--- config.mk ---
export PLATFORM = sky130hd
export DESIGN_NAME = bw_io_cmos2_pad_ctl
export DESIGN_NICKNAME = d
export VERILOG_FILES = /design/src/rtl/bw_io_cmos2_pad_ctl.sv
export SDC_FILE = /design/constraint.sdc
export NUM_CORES = 1
export LEC_CHECK = 0
export CORE_UTILIZATION = 45
export CTS_CLUSTER_DIAMETER = 80
export DETAILED_ROUTE_END_ITERATION = 8
export GPL_TIMING_DRIVEN = 0
export PLACE_DENSITY_LB_ADDON = 0.05
export SLEW_MARGIN = 25
export SYNTH_ARGS = -nofsm -noshare
export SYNTH_HDL_FRONTEND = slang
export SYNTH_SLANG_ARGS = --single-unit
--- constraint.sdc ---
create_clock -name clk -period 2.1 [get_ports clk]
set_input_delay 0.21 -clock clk [delete_from_list [all_inputs] [get_ports clk]]
set_output_delay 0.21 -clock clk [all_outputs]
set_load 0.01 [all_outputs]
--- src/rtl/bw_io_cmos2_pad_ctl.sv ---
// bw_io_cmos2_pad_ctl
//   Core-side endpoint of a CMOS2 bidirectional pad. Serialises single tx
//   bits onto pad_oe/pad_data with a turnaround guard before the first driven
//   bit and after the last, and conditions the asynchronous pad receiver
//   (2-flop synchroniser, optional glitch filter, change pulse, sticky
//   loopback-mismatch flag).
//
//   Optional feature macro: CMOS2_PAD_GLITCH_FILT_EN
//     defined   : rx_data follows the synced input only after FILT_LEN equal samples
//     undefined : rx_data is the synced input registered once (3-cycle latency)
//
// Ports
//   clk, rst            clock, synchronous active-high reset
//   por_l               power-on reset (active low), releases pad and aborts tx
//   tx_valid/tx_data    offered tx bit, accepted when tx_valid & tx_ready
//   tx_ready            bit accept strobe (IDLE or last hold cycle of DRIVE)
//   pad_oe/pad_data     pad output enable and data
//   pad_to_core         pad receiver (asynchronous)
//   rx_data/rx_edge     conditioned receive value, 1-cycle pulse on change
//   tx_busy             FSM not IDLE
//   mis_err/mis_clr     sticky loopback mismatch flag and its clear
module bw_io_cmos2_pad_ctl #(
  parameter int unsigned TA_CYC   = 2,
  parameter int unsigned HOLD_CYC = 4,
  parameter int unsigned FILT_LEN = 3,
  parameter int unsigned CNT_W    = 4
) (
  input  logic clk,
  input  logic rst,
  input  logic por_l,
  input  logic tx_valid,
  input  logic tx_data,
  output logic tx_ready,
  output logic pad_oe,
  output logic pad_data,
  input  logic pad_to_core,
  output logic rx_data,
  output logic rx_edge,
  output logic tx_busy,
  output logic mis_err,
  input  logic mis_clr
);

  localparam int unsigned MAX_CNT = (TA_CYC > HOLD_CYC)
                                  ? ((TA_CYC > FILT_LEN) ? TA_CYC : FILT_LEN)
                                  : ((HOLD_CYC > FILT_LEN) ? HOLD_CYC : FILT_LEN);

  if (TA_CYC < 1 || HOLD_CYC < 3 || FILT_LEN < 2 || (2 ** CNT_W) <= MAX_CNT) begin : g_bad_param
    $error("bw_io_cmos2_pad_ctl: illegal parameter combination");
  end

  localparam logic [CNT_W-1:0] TA_LAST   = CNT_W'(TA_CYC - 1);
  localparam logic [CNT_W-1:0] HOLD_LAST = CNT_W'(HOLD_CYC - 1);

  typedef enum logic [1:0] {IDLE, TA_ON, DRIVE, TA_OFF} state_e;

  state_e           state_q, state_d;
  logic [CNT_W-1:0] cnt_q, cnt_d;
  logic             bit_q, bit_d;
  logic             pad_oe_q, pad_oe_d;
  logic             pad_data_q, pad_data_d;
  logic             tx_ready_q, tx_ready_d;
  logic             accept, last_hold;

  // por_l gates the registered strobes so the pad is released immediately
  assign tx_ready  = tx_ready_q & por_l;
  assign pad_oe    = pad_oe_q & por_l;
  assign pad_data  = pad_data_q;
  assign tx_busy   = (state_q != IDLE);
  assign accept    = tx_valid & tx_ready;
  assign last_hold = (state_q == DRIVE) && (cnt_q == HOLD_LAST);

  // state register
  always_ff @(posedge clk) begin
    if (rst) begin
      state_q    <= IDLE;
      cnt_q      <= '0;
      bit_q      <= 1'b0;
      pad_oe_q   <= 1'b0;
      pad_data_q <= 1'b0;
      tx_ready_q <= 1'b0;
    end else begin
      state_q    <= state_d;
      cnt_q      <= cnt_d;
      bit_q      <= bit_d;
      pad_oe_q   <= pad_oe_d;
      pad_data_q <= pad_data_d;
      tx_ready_q <= tx_ready_d;
    end
  end

  // next-state logic
  always_comb begin
    state_d = state_q;
    cnt_d   = cnt_q;
    bit_d   = bit_q;
    if (!por_l) begin
      state_d = IDLE;
      cnt_d   = '0;
      bit_d   = 1'b0;
    end else begin
      unique case (state_q)
        IDLE: begin
          if (accept) begin
            state_d = TA_ON;
            cnt_d   = '0;
            bit_d   = tx_data;
          end
        end
        TA_ON: begin
          if (cnt_q == TA_LAST) begin
            state_d = DRIVE;
            cnt_d   = '0;
          end else begin
            cnt_d = cnt_q + CNT_W'(1);
          end
        end
        DRIVE: begin
          if (cnt_q == HOLD_LAST) begin
            cnt_d = '0;
            if (accept) bit_d = tx_data;   // back-to-back: no turnaround
            else        state_d = TA_OFF;
          end else begin
            cnt_d = cnt_q + CNT_W'(1);
          end
        end
        TA_OFF: begin
          if (cnt_q == TA_LAST) begin
            state_d = IDLE;
            cnt_d   = '0;
          end else begin
            cnt_d = cnt_q + CNT_W'(1);
          end
        end
        default: begin
          state_d = IDLE;
          cnt_d   = '0;
        end
      endcase
    end
  end

  // outputs registered from the next state so they align with state_q
  always_comb begin
    pad_oe_d   = (state_d == DRIVE);
    pad_data_d = (state_d == DRIVE) & bit_d;
    tx_ready_d = (state_d == IDLE) || ((state_d == DRIVE) && (cnt_d == HOLD_LAST));
  end

  // receive path
  logic s1_q, s2_q;
  logic rx_data_q, rx_data_d;
  logic rx_edge_q;
  logic mis_err_q, mis_err_d;

  always_ff @(posedge clk) begin
    if (rst) begin
      s1_q <= 1'b0;
      s2_q <= 1'b0;
    end else begin
      s1_q <= pad_to_core;
      s2_q <= s1_q;
    end
  end

`ifdef CMOS2_PAD_GLITCH_FILT_EN
  localparam logic [CNT_W-1:0] FILT_MAX = CNT_W'(FILT_LEN);

  logic             prev_q;
  logic [CNT_W-1:0] fcnt_q, run_len;

  // run_len counts the current cycle, so the update fires on the
  // FILT_LEN-th equal sample
  always_comb begin
    if (s2_q != prev_q)        run_len = CNT_W'(1);
    else if (fcnt_q >= FILT_MAX) run_len = FILT_MAX;
    else                       run_len = fcnt_q + CNT_W'(1);
    rx_data_d = (run_len >= FILT_MAX) ? s2_q : rx_data_q;
  end

  always_ff @(posedge clk) begin
    if (rst) begin
      prev_q <= 1'b0;
      fcnt_q <= '0;
    end else begin
      prev_q <= s2_q;
      fcnt_q <= run_len;
    end
  end
`else
  always_comb rx_data_d = s2_q;
`endif

  always_comb begin
    mis_err_d = mis_err_q;
    if (last_hold && (s2_q != bit_q)) mis_err_d = 1'b1;
    else if (mis_clr)                 mis_err_d = 1'b0;
  end

  always_ff @(posedge clk) begin
    if (rst) begin
      rx_data_q <= 1'b0;
      rx_edge_q <= 1'b0;
      mis_err_q <= 1'b0;
    end else begin
      rx_data_q <= rx_data_d;
      rx_edge_q <= (rx_data_d != rx_data_q);
      mis_err_q <= mis_err_d;
    end
  end

  assign rx_data = rx_data_q;
  assign rx_edge = rx_edge_q;
  assign mis_err = mis_err_q;

endmodule

==> results of run 1 <==
[cells by family after synthesis]
| kind of cell | count (synthesis) | synth area share [%] |
|---|---|---|
| flops | 15 | 40.7 |
| simple gates | 37 | 29.9 |
| buf+inv | 8 | 4.58 |
| mux | 2 | 2.72 |
| xor+xnor | 4 | 4.75 |
| compound gates | 12 | 12.2 |
| fa+ha+maj | 3 | 5.09 |
[sequential cells by signal, indices dropped and copies added, names as in the netlist]
register,cells
pad_oe_q,1
bit_q,1
rx_edge,1
s1_q,1
cnt_q,4
rx_data,1
mis_err,1
tx_ready_q,1
state_q,2
rx_data_d,1
pad_data,1
[area by class of cell]
class	count	area, µm²	share of cell area [%]
multi-input cells	58	403	44.5
flip-flops and latches	15	300	33.2
repair buffers	12	120	13.3
clock buffers	3	22.5	2.49
inverters	6	22.5	2.49
well taps	16	20.0	2.21
plain buffers	2	11.3	1.24
clock inverters	1	5.00	0.553
[worst max-delay path, delay by kind of cell, from the launching register on]
kind / cells / cell delay (ns)
fa+ha+maj: 1 / 0.23
simple gates: 2 / 0.48
flops: 1 / 0.44
compound gates: 1 / 0.32
mux: 1 / 0.28
[layer usage]
layer / routed length, µm / vias to the layer above / share of wire, %
met5: 0 / - / 0
met4: 14 / 0 / 1.1
met3: 44 / 2 / 3.3
met2: 595 / 11 / 45
met1: 670 / 286 / 51
li1: - / 304 / -
[worst paths after layout]
check	start	end	slack, ns	cells past startpoint
min reg2reg	s1_q	rx_data_d	0.45	1
min	rst	rx_edge	0.30	2
max	cnt_q[0]	pad_data	0.23	5
max reg2reg	cnt_q[0]	pad_data	0.23	5
[per-stage QoR]
stage | util (%) | std cells | setup slack, ns | cell area [µm²] | hold slack, ns
6_report | 59.4 | 113 | 0.231 | 905 | 0.302
5_1_grt | 59.4 | 113 | 0.0540 | 905 | 0.342
4_1_cts | 59.4 | 113 | 0.230 | 905 | 0.290
3_5_place_dp | 57.6 | 109 | 0.106 | 877 | 0.433
3_3_place_gp | 57.6 | 109 | 0.103 | 877 | 0.418
2_1_floorplan | - | 81 | 0.421 | 737 | 0.329
[power by group]
group | leakage, µW | internal, µW | total [µW] | switching [µW]
clock network | 0.0000177 | 70.6 | 163 | 92.9
registers | 0.000122 | 290 | 296 | 5.54
logic | 0.000224 | 25.8 | 46.8 | 21.0
[placed cells by master (no fill, tap or decap), types with 2 or more instances in the layout]
cell             synthesis  layout
dfxtp_1                 15      15
clkdlybuf4s50_1          0      12
nor2_1                   9       9
nor2b_1                  8       8
inv_1                    6       6
a21oi_1                  6       6
nand2b_1                 4       4
nand3_1                  3       3
xnor2_1                  3       3
ha_1                     3       3
clkbuf_4                 0       3
and2_1                   2       2
mux2i_1                  2       2
and3_1                   2       2
nand2_1                  2       2
==> results.md, run 1 <==
- Status: completed
- Final total power: 506 µW
- Syn Nets: 91
- Reg clk slew, reported paths: 0.09 ns
- DR iter-0 viols: 5
- Share of synthesized registers carrying an async set or reset: 0%
- Worst EP arrival: about 2 ns
- Top_reg_cell synth: dfxtp_1
- Post-Syn Area: around 740 µm²
- Worst-Skew Late Latency: 0.28 ns
- Fmax: between 500 and 600 MHz
- GR Util met2: 28.0%
- Via-per-instance ratio: 5.34
- H-tree levels: 1
- Largest net degree at the start of global routing: 11
- Synth area leaders: dfxtp_1 (41%), nor2b_1 (6.8%), ha_1 (5.1%), nor2_1 (4.6%), a21oi_1 (4.1%)
- Final hold violations: 0
- Via Count: 603
- Worst VDD drop: roughly 0.45 mV
- GR peak layer: met2
- Period utilization: 89.0%
- Root Driver: clkbuf_4
- Setup violations, final: 0
- Top-count cell post-synth: dfxtp_1
- IO buf count: 12
- 1st-pass router iterations: 4
- Yosys Warn Count: 0
- Final global-route overflow total: 0
- First-pass GRT wire length: between 2 and 2.5 mm
- Avg Inst Size Synth: 9.10 µm²
- Wirelength per Cell: ~12 µm
- Final slew viol count: 0
- Mapped Cells: 81
- Setup Buffers After CTS: 0
- Largest area contributor in the synthesized netlist: dfxtp_1
- Hold buffers post-CTS: 0
- Max clock buf depth: 2
- Pwr/cell area: ~560 nW/µm²
- Sequential fraction of the synthesis area: 40.7%
- Resized cells post-CTS: 0
- Worst rel slew slack: 71.5%
- Initial core utilization: between 40% and 50%
- Critical path endpoint category: register
- Horiz. Die Dim: about 42 µm
- ANT cells: 0
- Critical Path Start Type: register
- Total Routing Usage GR: around 18%
- #FFs+latches synth: 15
- CTS sink cnt: 15
- Final Critical Period: around 1.9 ns
- P&R area growth vs syn: 22.8%
- Critical path peak fanout: 5
- Initial antenna violation count: 0
- Hold Path Class: in2reg
- Critical setup path kind: reg2reg
- Routed Antenna Nets: 0
- Pleak: about 0.00036 µW
- Yosys cell types: 29
- Crit-path slowest cell: dfxtp_1
- Die Y-Extent: 42.5 µm
- Critical path cell sequence: ha_1 > or3b_4 > a211oi_1 > mux2i_1 > nor3_1
- Worst-Margin Slew: 0.427 ns
- Req. time, crit path: 2.26 ns
- Setup Skew: 0.00644 ns
- CTS buffer count: 3
- Layout cell share with drive strength beyond 1: between 10% and 20%
- Drt drc: 0
- HPWL reported at the end of detailed placement: 1.01 mm
- Max incr delay on CP: 0.44 ns
- I/O Pins: 14
- Met1 Usage GRT: 22.4%
- Vias in the first global route: ~570
- DIE AREA: 1800 µm²
- WL final: approximately 1.3 mm
- Core area: between 1500 and 2000 µm²
- # rows: 14
- Met3 usage: slightly below 4%
- GP Congestion: 0.827
- EDFF count, synth: 0
- Final nets: 108
- Max cap viols: 0
- Synth top cells by count: dfxtp_1 (15), nor2_1 (9), nor2b_1 (8)
- CTS tree: done
- Fillcell total: 152
- Share of the synthesized area in the top cell type: 40.7%
- Setup TNS: 0 ns
- RSZ-0062 raised after global routing: no
No activity file was read; power rests on OpenSTA's default activity.
==> run 2: changes to the inputs <==
Settings changed: DONT_BUFFER_PORTS from default to 1.
Clock period 2.1 ns to 2.08 ns, I/O delays scaled along.
==> results.md, run 2 (synthesized netlist as in run 1, its figures left out) <==
- WP buf/inv: 0
- Drt drc: 0
- Worst-Margin Slew: 0.391 ns
- Routed Antenna Nets: 0
- Max cap viols: 0
- Critical path cell sequence: ha_1 > or3b_4 > nor2_4 > a22oi_1 > a211oi_2 > nor2b_1
- Fmax: approximately 540 MHz
- Top flop regs: cnt_q (4), state_q (2)
- Sw Ratio: 23.2%
- Critical path peak fanout: 5
- Worst rel slew slack: 73.9%
- Horiz. Die Dim: 42.5 µm
- Power share of the clock group: 33.3%
- CTS buffer count: 3
- Via-per-instance ratio: 5.47
- Total Routing Usage GR: 16.3%
- Initial core utilization: 48.4%
- Max clock buf depth: 2
- P_int: 378 µW
- Critical setup path kind: reg2reg
- Psw: about 110 µW
- Via Count: about 550
- Period utilization: about nine tenths
- First-pass GRT wire length: 2.24 mm
- Setup violations, final: 0
- CTS sink cnt: 15
- Hold buffers post-CTS: 0
- Final Critical Period: ~1.9 ns
- Largest register FFs: 4
- Commonest non-fill, non-tap cell in the layout: dfxtp_1
- # rows: 14
- Largest net degree at the start of global routing: 11
- Vias in the first global route: 549
- Final slew viol count: 0
- Setup Buffers After CTS: 0
- Combinational fraction of design power: 5.9%
- I/O Pins: 14
- Max incr delay on CP: 0.43 ns
- GP Congestion: between 0.8 and 0.9
- CTS tree: done
- Setup TNS: 0 ns
- ANT cells: 0
- Final global-route overflow total: 0
- Final nets: 96
- Cell family with most CP delay: simple AND/OR/NAND/NOR gates
- Worst EP arrival: 2.08 ns
- Pwr/cell area: 627 nW/µm²
- Wirelength per Cell: around 12 µm
- Pre-CTS setup slack: 0.240 ns
- Hold Path Class: in2reg
- Setup Skew: 0.000378 ns
- Critical path endpoint category: register
- Core area: 1520 µm²
- 1st-pass router iterations: 3
- Pleak: 0.000319 µW
- Worst VDD drop: 0.373 mV
- Resized cells post-CTS: 0
- Worst-Skew Late Latency: 0.28 ns
- Status: completed
- HPWL reported at the end of detailed placement: 937 µm
- DIE AREA: 1800 µm²
- Initial antenna violation count: 0
- IO buf count: 0
- Final hold violations: 0
- Req. time, crit path: 2.30 ns
- Critical Path Start Type: register
- Commonest non-fill, non-tap cells in the layout: dfxtp_1 (15), nor2_1 (9), nor2b_1 (8), inv_1 (6), a21oi_1 (6)
- H-tree levels: 1
- DR iter-0 viols: 10
- Sequential power share: 60.9%
- Die Y-Extent: 42.5 µm
- Top reg by flops: cnt_q
- WL final: 1.24 mm
- Fillcell total: 151
- Final Worst Setup Slack: roughly 0.23 ns
- Root Driver: clkbuf_4
- P&R area growth vs syn: 6.45%
- Reg clk slew, reported paths: 0.09 ns
- Layout cell share with drive strength beyond 1: 11.8%
- RSZ-0062 raised after global routing: no
- Crit-path slowest cell: dfxtp_1
-- run 2: layout make-up --
cell class                      instances  area [µm²]  share of cell area [%]
Multi-Input combinational cell         58         403                    51.4
Tap cell                               16        20.0                    2.55
Clock inverter                          1        5.00                   0.638
Clock buffer                            3        22.5                    2.87
Sequential cell                        15         300                    38.3
Inverter                                6        22.5                    2.87
Buffer                                  2        11.3                    1.44
-- run 2: worst paths after layout --
path,startpoint,to,slack [ns],cells after the start
max,cnt_q[0],state_q[0],0.23,6
min,por_l,tx_ready_q,0.04,1
max reg2reg,cnt_q[0],state_q[0],0.23,6
min reg2reg,s1_q,rx_data_d,0.44,1
-- run 2: power by group through the flow --
stage / clock [µW] / sequential (µW) / combinational [µW]
2_1_floorplan: 0 / 305 / 24.7
3_3_place_gp: 0 / 306 / 28.8
3_5_place_dp: 0 / 306 / 29.1
4_1_cts: 168 / 300 / 29.4
5_1_grt: 181 / 301 / 33.2
6_report: 164 / 299 / 28.8
-- run 2: per-stage QoR --
stage / std cells / util (%) / hold slack, ns / power, µW / area, µm²
6_report: 101 / 51.5 / 0.0373 / 492 / 785
5_1_grt: 101 / 51.5 / 0.0219 / 515 / 785
4_1_cts: 101 / 51.5 / 0.0376 / 497 / 785
3_5_place_dp: 97 / 49.7 / 0.339 / 335 / 757
3_3_place_gp: 97 / 49.7 / 0.338 / 335 / 757
2_1_floorplan: 81 / - / 0.327 / 330 / 737
-- run 2: worst register-to-register path, delay by kind of cell, from the launching register on --
| family | cells | cell delay, ns |
|---|---|---|
| fa+ha+maj | 1 | 0.24 |
| flops | 1 | 0.43 |
| compound gates | 2 | 0.42 |
| simple gates | 3 | 0.71 |
-- run 2: metal layers --
metal  vias to the layer above  part of all wire [%]  global-route usage (%)
li1                        283                     -                       -
met2                        12                    47                    26.8
met5                         -                     0                       0
met4                         0                   1.4                    7.50
met3                         3                   3.9                    3.45
met1                       254                    48                    20.1
==> run 3: changes to the inputs <==
Settings changed: MAX_ROUTING_LAYER from default to met4.
==> results.md, run 3 (synthesized netlist as in run 1, its figures left out) <==
- Status: completed
- Setup violations, final: 0
- Fin area: roughly 800 µm²
- Die Y-Extent: 42.5 µm
- Worst VDD drop: 0.373 mV
- DP Area: 757 µm²
- Final hold violations: 0
- Layout cell share with drive strength beyond 1: 11.8%
- Cells after DPL: between 90 and 100
- Commonest non-fill, non-tap cell in the layout: dfxtp_1
- Final slew viol count: 0
- Max cap viols: 0
- Cell family with most CP delay: simple AND/OR/NAND/NOR gates
- 1st-pass router iterations: 3
- IO buf count: 0
- CTS tree: done
- Req. time, crit path: 2.30 ns
- Initial antenna violation count: 0
- RSZ-0062 raised after global routing: no
- Total Routing Usage GR: 16.7%
- Via Count: 550
- Routed Antenna Nets: 0
- Reg clk slew, reported paths: 0.09 ns
- Resized cells post-CTS: 0
- Finished Layout Cells: 101
- Initial core utilization: 48.4%
- CTS sink cnt: 15
- Critical path endpoint category: register
- Max clock buf depth: 2
- Setup Skew: 0.000422 ns
- Period utilization: 89.1%
- ANT cells: 0
- Top flop regs: cnt_q (4), state_q (2)
- Crit-path slowest cell: dfxtp_1
- Hold buffers post-CTS: 0
- Hold Path Class: in2reg
- Horiz. Die Dim: 42.5 µm
- Setup TNS: 0 ns
- Setup Buffers After CTS: 0
- Hold Slack: 0.0363 ns
- Largest register FFs: 4
- Critical path cell sequence: ha_1 > or3b_4 > nor2_4 > a22oi_1 > a211oi_2 > nor2b_1
- Fillcell total: 151
- Final nets: between 90 and 100
- H-tree levels: 1
- Vias in the first global route: ~550
- Fmax: 540 MHz
- I/O Pins: 14
- Pwr/cell area: 627 nW/µm²
- Final global-route overflow total: 0
- Worst-Margin Slew: 0.389 ns
- Critical path peak fanout: 5
- Top reg by flops: cnt_q
- Largest net degree at the start of global routing: 11
- HPWL reported at the end of detailed placement: 937 µm
- Worst-Skew Late Latency: 0.28 ns
- Final Critical Period: 1.85 ns
- Worst EP arrival: 2.08 ns
- Critical setup path kind: reg2reg
- Drt drc: 0
- CTS buffer count: 3
- Commonest non-fill, non-tap cells in the layout: dfxtp_1 (15), nor2_1 (9), nor2b_1 (8), inv_1 (6), a21oi_1 (6)
- Worst rel slew slack: approximately three quarters
- Pleak: about 0.00032 µW
- WL final: 1.24 mm
- GP Congestion: 0.817
- Via-per-instance ratio: 5.45
- First-pass GRT wire length: roughly 2.2 mm
- DR iter-0 viols: 10
- DIE AREA: 1800 µm²
- Post-layout util: 51.5%
- Critical Path Start Type: register
- Core area: 1520 µm²
- WP buf/inv: 0
- Max incr delay on CP: between 0.4 and 0.5 ns
- # rows: 14
- Wirelength per Cell: between 10 and 15 µm
- Root Driver: clkbuf_4
- P&R area growth vs syn: 6.45%
==> run 3: layer usage <==
| layer | vias to the layer above | wire, µm | track usage, % |
|---|---|---|---|
| met4 | 0 | 17 | 7.50 |
| met5 | - | 0 | - |
| met3 | 3 | 48 | 3.45 |
| met2 | 12 | 581 | 26.8 |
| met1 | 252 | 596 | 20.1 |
| li1 | 283 | - | - |
==> run 3: power by group <==
group,internal (µW),total [µW],switching [µW],leakage [µW]
sequential,293,299,6.28,0.000122
clock,71.4,164,92.6,0.0000177
combinational,12.9,28.8,15.8,0.000180
total,378,492,115,0.000319
==> run 3: final timing paths <==
kind,slack [ns],endpoint,cells after the start,start
min reg2reg,0.44,rx_data_d,1,s1_q
max,0.23,state_q[0],6,cnt_q[0]
max reg2reg,0.23,state_q[0],6,cnt_q[0]
min,0.04,tx_ready_q,1,por_l
==> run 3: layout make-up <==
type	count	area (µm²)	share of cell area, %
plain buffers	2	11.3	1.44
clock buffers	3	22.5	2.87
clock inverters	1	5.00	0.638
inverters	6	22.5	2.87
multi-input cells	58	403	51.4
flip-flops and latches	15	300	38.3
well taps	16	20.0	2.55
==> run 3: per-stage QoR <==
step                      setup WS [ns]  total power [µW]
after floorplan                   0.401               330
after global placement            0.254               335
after detailed placement          0.240               335
after CTS                         0.195               497
after global routing             0.0598               515
final                             0.227               492
